[config.mk]
export PLATFORM = sky130hd
export DESIGN_NAME = fetcher
export DESIGN_NICKNAME = d
export VERILOG_FILES = /design/src/rtl/fetcher_pkg.sv /design/src/rtl/fetch_rr_select.sv /design/src/rtl/lzc.sv /design/src/rtl/fetcher.sv
export SDC_FILE = /design/constraint.sdc
export NUM_CORES = 1
export LEC_CHECK = 0
export ABC_AREA = 1
export ABC_CLOCK_PERIOD_IN_PS = 5300
export CORE_MARGIN = 5
export CORE_UTILIZATION = 35
export CTS_CLUSTER_DIAMETER = 120
export DETAILED_ROUTE_END_ITERATION = 10
export HOLD_SLACK_MARGIN = 0.1
export PLACE_DENSITY = 0.53
export SLEW_MARGIN = 20
export SYNTH_ARGS = -nofsm -noshare
export SYNTH_HDL_FRONTEND = slang
export SYNTH_SLANG_ARGS = --single-unit
[constraint.sdc]
create_clock -name clk_i -period 5.3 [get_ports clk_i]
set_input_delay 1.06 -clock clk_i [delete_from_list [all_inputs] [get_ports clk_i]]
set_output_delay 1.06 -clock clk_i [all_outputs]
set_load 0.05 [all_outputs]
[src/rtl/fetcher_pkg.sv]
// Types shared between the per-compute-unit fetcher and the instruction cache.
// The fetch request struct is fixed at the compute unit's default widths.
package fetcher_pkg;

    localparam int unsigned CuPcWidth   = 32;
    localparam int unsigned CuWarpWidth = 32;
    localparam int unsigned CuNumWarps  = 8;
    localparam int unsigned CuWidWidth  = CuNumWarps > 1 ? $clog2(CuNumWarps) : 1;

    typedef enum logic [1:0] {
        FREE    = 2'd0,
        READY   = 2'd1,
        WAITING = 2'd2
    } warp_state_e;

    typedef struct packed {
        logic [CuPcWidth-1:0]   pc;
        logic [CuWarpWidth-1:0] act_mask;
        logic [CuWidWidth-1:0]  warp_id;
    } fetch_req_t;

endpackage

[src/rtl/fetch_rr_select.sv]
// Combinational round-robin pick of one READY warp, searching upward from
// rr_ptr_i and wrapping at NumWarps-1.
module fetch_rr_select #(
    parameter int unsigned NumWarps = 8,
    parameter int unsigned WidWidth = NumWarps > 1 ? $clog2(NumWarps) : 1
) (
    input  logic [NumWarps-1:0] ready_i,
    input  logic [WidWidth-1:0] rr_ptr_i,
    output logic                gnt_valid_o,
    output logic [WidWidth-1:0] gnt_idx_o
);

    logic [NumWarps-1:0] rotated;
    logic [WidWidth-1:0] offset;
    logic [WidWidth:0]   sum;

    // Rotate so bit 0 is the slot at rr_ptr_i; the lowest set bit is the winner.
    always_comb begin
        rotated     = NumWarps'({ready_i, ready_i} >> rr_ptr_i);
        gnt_valid_o = 1'b0;
        offset      = '0;
        for (int k = int'(NumWarps) - 1; k >= 0; k--) begin
            if (rotated[k]) begin
                gnt_valid_o = 1'b1;
                offset      = WidWidth'(k);
            end
        end
        sum = {1'b0, rr_ptr_i} + {1'b0, offset};
        if (sum >= (WidWidth + 1)'(NumWarps)) begin
            sum = sum - (WidWidth + 1)'(NumWarps);
        end
        gnt_idx_o = sum[WidWidth-1:0];
    end

endmodule

[src/rtl/lzc.sv]
// Leading/trailing zero counter, interface-compatible with the common_cells lzc.
// MODE 0 counts trailing zeros (index of the lowest set bit).
module lzc #(
    parameter int unsigned WIDTH     = 2,
    parameter bit          MODE      = 1'b0,
    parameter int unsigned CNT_WIDTH = WIDTH > 1 ? $clog2(WIDTH) : 1
) (
    input  logic [WIDTH-1:0]     in_i,
    output logic [CNT_WIDTH-1:0] cnt_o,
    output logic                 empty_o
);

    always_comb begin
        cnt_o   = '0;
        empty_o = ~|in_i;
        for (int i = int'(WIDTH) - 1; i >= 0; i--) begin
            if (in_i[i]) begin
                cnt_o = MODE ? CNT_WIDTH'(int'(WIDTH) - 1 - i) : CNT_WIDTH'(i);
                if (MODE) begin
                    break;
                end
            end
        end
    end

endmodule

[src/rtl/fetcher.sv]
// Instruction fetcher: per-slot warp state, allocation of new warps, round-robin
// fetch selection with a stable (locked) request towards the instruction cache.
module fetcher
    import fetcher_pkg::*;
#(
    parameter int unsigned PcWidth   = 32,
    parameter int unsigned NumWarps  = 8,
    parameter int unsigned WarpWidth = 32,
    parameter int unsigned WidWidth  = NumWarps > 1 ? $clog2(NumWarps) : 1
) (
    input  logic                 clk_i,
    input  logic                 rst_ni,
    input  logic                 start_valid_i,
    output logic                 start_ready_o,
    input  logic [PcWidth-1:0]   start_pc_i,
    input  logic [WarpWidth-1:0] start_act_mask_i,
    output logic [WidWidth-1:0]  start_warp_id_o,
    input  logic                 ic_ready_i,
    output logic                 fe_valid_o,
    output logic [PcWidth-1:0]   fe_pc_o,
    output logic [WarpWidth-1:0] fe_act_mask_o,
    output logic [WidWidth-1:0]  fe_warp_id_o,
    input  logic                 upd_valid_i,
    input  logic [WidWidth-1:0]  upd_warp_id_i,
    input  logic [PcWidth-1:0]   upd_pc_i,
    input  logic [WarpWidth-1:0] upd_act_mask_i,
    input  logic                 upd_stop_i,
    output logic                 busy_o
);

    warp_state_e          state_q [NumWarps];
    warp_state_e          state_d [NumWarps];
    logic [PcWidth-1:0]   pc_q    [NumWarps];
    logic [PcWidth-1:0]   pc_d    [NumWarps];
    logic [WarpWidth-1:0] mask_q  [NumWarps];
    logic [WarpWidth-1:0] mask_d  [NumWarps];
    logic [WidWidth-1:0]  rr_ptr_q, rr_ptr_d;
    logic                 lock_q, lock_d;
    logic [WidWidth-1:0]  lock_wid_q, lock_wid_d;

    logic [NumWarps-1:0]  readyMask, freeMask;
    logic [WidWidth-1:0]  freeIdx, selIdx, feWid;
    logic                 noFree, selValid, feValid;

    always_comb begin
        readyMask = '0;
        freeMask  = '0;
        for (int i = 0; i < int'(NumWarps); i++) begin
            readyMask[i] = (state_q[i] == READY);
            freeMask[i]  = (state_q[i] == FREE);
        end
    end

    lzc #(
        .WIDTH     (NumWarps),
        .MODE      (1'b0),
        .CNT_WIDTH (WidWidth)
    ) u_free_lzc (
        .in_i    (freeMask),
        .cnt_o   (freeIdx),
        .empty_o (noFree)
    );

    fetch_rr_select #(
        .NumWarps (NumWarps),
        .WidWidth (WidWidth)
    ) u_rr_select (
        .ready_i     (readyMask),
        .rr_ptr_i    (rr_ptr_q),
        .gnt_valid_o (selValid),
        .gnt_idx_o   (selIdx)
    );

    // A stalled request keeps presenting the same slot until the cache takes it.
    assign feValid         = lock_q | selValid;
    assign feWid           = lock_q ? lock_wid_q : selIdx;
    assign fe_valid_o      = feValid;
    assign fe_warp_id_o    = feValid ? feWid : '0;
    assign fe_pc_o         = feValid ? pc_q[feWid] : '0;
    assign fe_act_mask_o   = feValid ? mask_q[feWid] : '0;
    assign start_ready_o   = ~noFree;
    assign start_warp_id_o = freeIdx;
    assign busy_o          = ~&freeMask;

    // Start, fetch and update always hit slots in distinct states, so all apply.
    always_comb begin
        state_d    = state_q;
        pc_d       = pc_q;
        mask_d     = mask_q;
        rr_ptr_d   = rr_ptr_q;
        lock_d     = lock_q;
        lock_wid_d = lock_wid_q;

        if (start_valid_i && !noFree) begin
            state_d[freeIdx] = READY;
            pc_d[freeIdx]    = start_pc_i;
            mask_d[freeIdx]  = start_act_mask_i;
        end

        if (feValid) begin
            if (ic_ready_i) begin
                state_d[feWid] = WAITING;
                rr_ptr_d       = (feWid == WidWidth'(NumWarps - 1)) ? '0 : feWid + WidWidth'(1);
                lock_d         = 1'b0;
            end else begin
                lock_d     = 1'b1;
                lock_wid_d = feWid;
            end
        end

        if (upd_valid_i && state_q[upd_warp_id_i] == WAITING) begin
            if (upd_stop_i) begin
                state_d[upd_warp_id_i] = FREE;
                pc_d[upd_warp_id_i]    = '0;
                mask_d[upd_warp_id_i]  = '0;
            end else begin
                state_d[upd_warp_id_i] = READY;
                pc_d[upd_warp_id_i]    = upd_pc_i;
                mask_d[upd_warp_id_i]  = upd_act_mask_i;
            end
        end
    end

    always_ff @(posedge clk_i) begin
        if (!rst_ni) begin
            for (int i = 0; i < int'(NumWarps); i++) begin
                state_q[i] <= FREE;
                pc_q[i]    <= '0;
                mask_q[i]  <= '0;
            end
            rr_ptr_q   <= '0;
            lock_q     <= 1'b0;
            lock_wid_q <= '0;
        end else begin
            state_q    <= state_d;
            pc_q       <= pc_d;
            mask_q     <= mask_d;
            rr_ptr_q   <= rr_ptr_d;
            lock_q     <= lock_d;
            lock_wid_q <= lock_wid_d;
        end
    end

    always @(posedge clk_i) begin
        if (rst_ni && upd_valid_i) begin
            assert (state_q[upd_warp_id_i] == WAITING)
                else $error("fetcher: update to non-WAITING warp slot %0d", upd_warp_id_i);
        end
    end

endmodule

==> metrics.md, run 1 <==
| Metric | Value |
|---|---|
| Antenna violations before repair | `5` |
| Post-synthesis simple-gate area fraction | `0.1638` |
| Die area | `82,580 um2` |
| Max Freq | `0.1964 GHz` |
| Grt ovf | `0` |
| Yosys Warn Count | `0` |
| Max cap viols | `0` |
| Seq/Total Area, Yosys | `0.3978` |
| Final core utilization | `0.4364` |
| Clk_lat worst skew | `0.64 ns` |
| Critical Path Source Type | `flip-flop` |
| WL met3 | `8384 um` |
| Peak fanout along the critical path | `62` |
| Netlist cell types | `35` |
| #FFs+latches synth | `535` |
| Element type at the critical path end | `output pin` |
| Post-route clock period utilization | `0.9608` |
| Synthesized cell area | `26,930 um2` |
| Most Frequent Cell on Critical Path | `nand2_1` |
| Synth Instances | `3,987` |
| Mapped Nets | `4,127` |
| Setup Skew | `0.01972 ns` |
| Commonest non-fill, non-tap cell in the layout | `o21ai_0` |
| Vias in the first global route | `25,849` |
| Final Hold Violating Endpoints | `0` |
| Most frequent cells in the layout | `801 x o21ai_0, 624 x nand2_1, 531 x dfxtp_1` |
| HP Class | `reg2reg` |
| Max layer used | `met5` |
| Gpl congestion | `0.8820` |
| Post-synth EDFFs | `0` |
| Largest family of logic cells by synthesized area | `compound AO/OA/AOI/OAI gates` |
| Complex-gate fraction of the synthesized area | `0.3405` |
| Core footprint | `76,080 um2` |
| Vias post-DR | `28,467` |
| Metal2 WL | `50,830 um` |
| Share of cells above drive strength 1 | `0.1022` |
| Starting Density | `0.3539` |
| Routed length per placed instance | `21.79 um` |
| Setup violations, final | `0` |
| Port bufs | `209` |
| Worst path max stage delay | `0.51 ns` |
| DRC | `0` |
| Data arrival, critical path | `4.03 ns` |
| Outcome | `complete, no violations` |
| Final Max Slew Viols | `0` |
| Row count | `101` |
| Mux cell area share after synthesis | `0` |
| Rel. slew slack | `0.2086` |
| Vias/cell | `5.581` |
| Antenna viol nets, final | `0` |
| Synth Flop Type | `dfxtp_1` |
| CTS tree | `yes` |
| Post-synthesis area per instance | `6.753 um2` |
| Die H | `287.4 um` |
| Final wirelength | `111,200 um` |
| Largest net degree at the start of global routing | `120` |
| Clock Sinks | `535` |
| Req. time, crit path | `4.24 ns` |
| CTS H-tree depth | `2` |
| Worst Setup Path Type | `reg2out` |
| First-pass GRT wire length | `164,300 um` |
| CTS clk-pin slew, worst paths | `0.06 ns` |
| Chip width | `287.4 um` |
| Tmin final | `5.092 ns` |
| Worst slew pin tran | `1.185 ns` |
| 1st-iter DRT viols | `2,763` |
| Synth Area in Adders | `0.001673` |
| Overall global routing resource usage | `0.2534` |
| Total CTS buffers | `61` |
| NumNets Final | `4,169` |
| Layout area overhead | `23.29%` |
| Fillers | `7,920` |
| Post-synthesis xor/xnor area fraction | `0.0003253` |
| Max clock buf depth | `3` |
| Share of synthesized flip-flops with an asynchronous set or reset | `0` |
| CP max-delay cell | `fa_1` |
| CTS root buf | `clkbuf_16` |
| Router iterations before antenna repair | `5` |
| Cells along the critical path | `buf_6, nand3_2, nand3_2, nand2_2, nand2_1, nand2_1, a21oi_1, o21ai_1, nand2_1, a21boi_2, ha_2, inv_1, fa_1, nand2_2, o21ai_4, bufinv_16, buf_16, nand3_1, o21ai_0, nand2_1, nand2_1, nor2_1, buf_12` |
| IO Count | `210` |
| Met1 WL | `49,020 um` |
| Dpl hpwl | `64,280 um` |
| RSZ-0062 raised after global routing | `true` |
[worst max-delay path, delay by kind of cell (launching register included)]
family	cells	cell delay (ns)
adders and majority gates	2	0.68
DFF	1	0.38
and+or+nand+nor	11	0.97
AOI/OAI and AO/OA	5	0.53
buffers and inverters	5	0.78
[worst paths after layout]
check	slack, ns	end	cells after the start	startpoint
setup / recovery	0.21	fe_pc_o[1]	23	rr_ptr_q[0]
hold / removal	0.48	lock_wid_q[0]	2	lock_wid_q[0]
setup reg to reg	1.90	state_q[8]	16	rr_ptr_q[2]
hold reg to reg	0.48	lock_wid_q[0]	2	lock_wid_q[0]
[state kept, by name, summed over array words and instances (netlist names)]
name and flops:
state_q 16, lock_q 1, rr_ptr_q 3, pc_q 256, mask_q 256, lock_wid_q 3
[layer usage]
layer	GRT usage	vias up
met5	0	-
met4	0.07020	6
met2	0.4075	1107
li1	-	13711
met1	0.3545	13438
met3	0.03886	205
[synthesized netlist by cell type, types with 2 or more instances]
master / instances / area [um2]
ha_1: 2 / 25.02
o211ai_1: 128 / 960.9
nand4_1: 7 / 43.79
nand3_1: 86 / 430.4
nor3_1: 4 / 20.02
nand2_1: 650 / 2440
buf_1: 29 / 108.9
o21a_1: 13 / 97.59
buf_2: 69 / 345.3
nor2_4: 11 / 123.9
o21ai_0: 820 / 4104
nor2_2: 5 / 31.28
o22ai_1: 230 / 1439
a21boi_0: 4 / 30.03
inv_2: 23 / 86.33
clkinv_1: 3 / 11.26
o21ai_1: 192 / 960.9
nor2_1: 323 / 1212
dfxtp_1: 535 / 10710
nand3_2: 2 / 20.02
clkbuf_1: 219 / 822.0
buf_4: 5 / 37.54
inv_1: 294 / 1104
a21oi_1: 310 / 1551
or2_2: 8 / 50.05
buf_6: 6 / 67.56
[cells by family after synthesis]
logic type / Yosys count
buffers and inverters: 648
and+or+nand+nor: 1100
adders and majority gates: 3
xor gates and xnor gates: 1
AOI/OAI and AO/OA: 1700
DFF: 535
[final cells by class]
cell class                      instances  area, um2  area share
Clock inverter                         16      166.4    0.005013
Sequential cell                       535      10720      0.3229
Inverter                              320       1249     0.03762
Clock buffer                           87       1817     0.05473
Timing Repair Buffer                  305       3914      0.1179
Multi-Input combinational cell       2804      14020      0.4223
Tap cell                             1030       1289     0.03882
Timing Repair inverter                  2      17.52   0.0005277
Antenna cell                            2      5.005   0.0001508
[metrics by stage]
stage               instance area [um2]  std cells  hold WS [ns]  setup WS (ns)  TNS (ns)
floorplan                         26930       3987        0.4401         0.3296         0
global placement                  30550       4978        0.4604         0.3021         0
detailed placement                30550       4978        0.4625         0.2541         0
CTS                               32590       5084        0.4832        0.02000         0
global route                      33190       5099        0.5099       -0.08158    -1.044
finish                            33200       5101        0.4822         0.2076         0
[repair_timing]
item,in CTS,in global routing
resized for setup,12,127
setup buffers,3,6
cloned,0,9
pin swaps,1,15
hold buffers,0,0
setup endpoints to repair,66,66
Power of run 1 is not shown: default switching activity piles up to over one toggle a cycle in this logic, so the estimate is an artifact.
==> inputs of run 2 (changes only) <==
- HOLD_SLACK_MARGIN: 0.1 -> 0.03
==> results of run 2 <==
Same layout as run 1: the final DEF is identical, and so are final timing and power.
Power of run 2 is left out for the same reason.
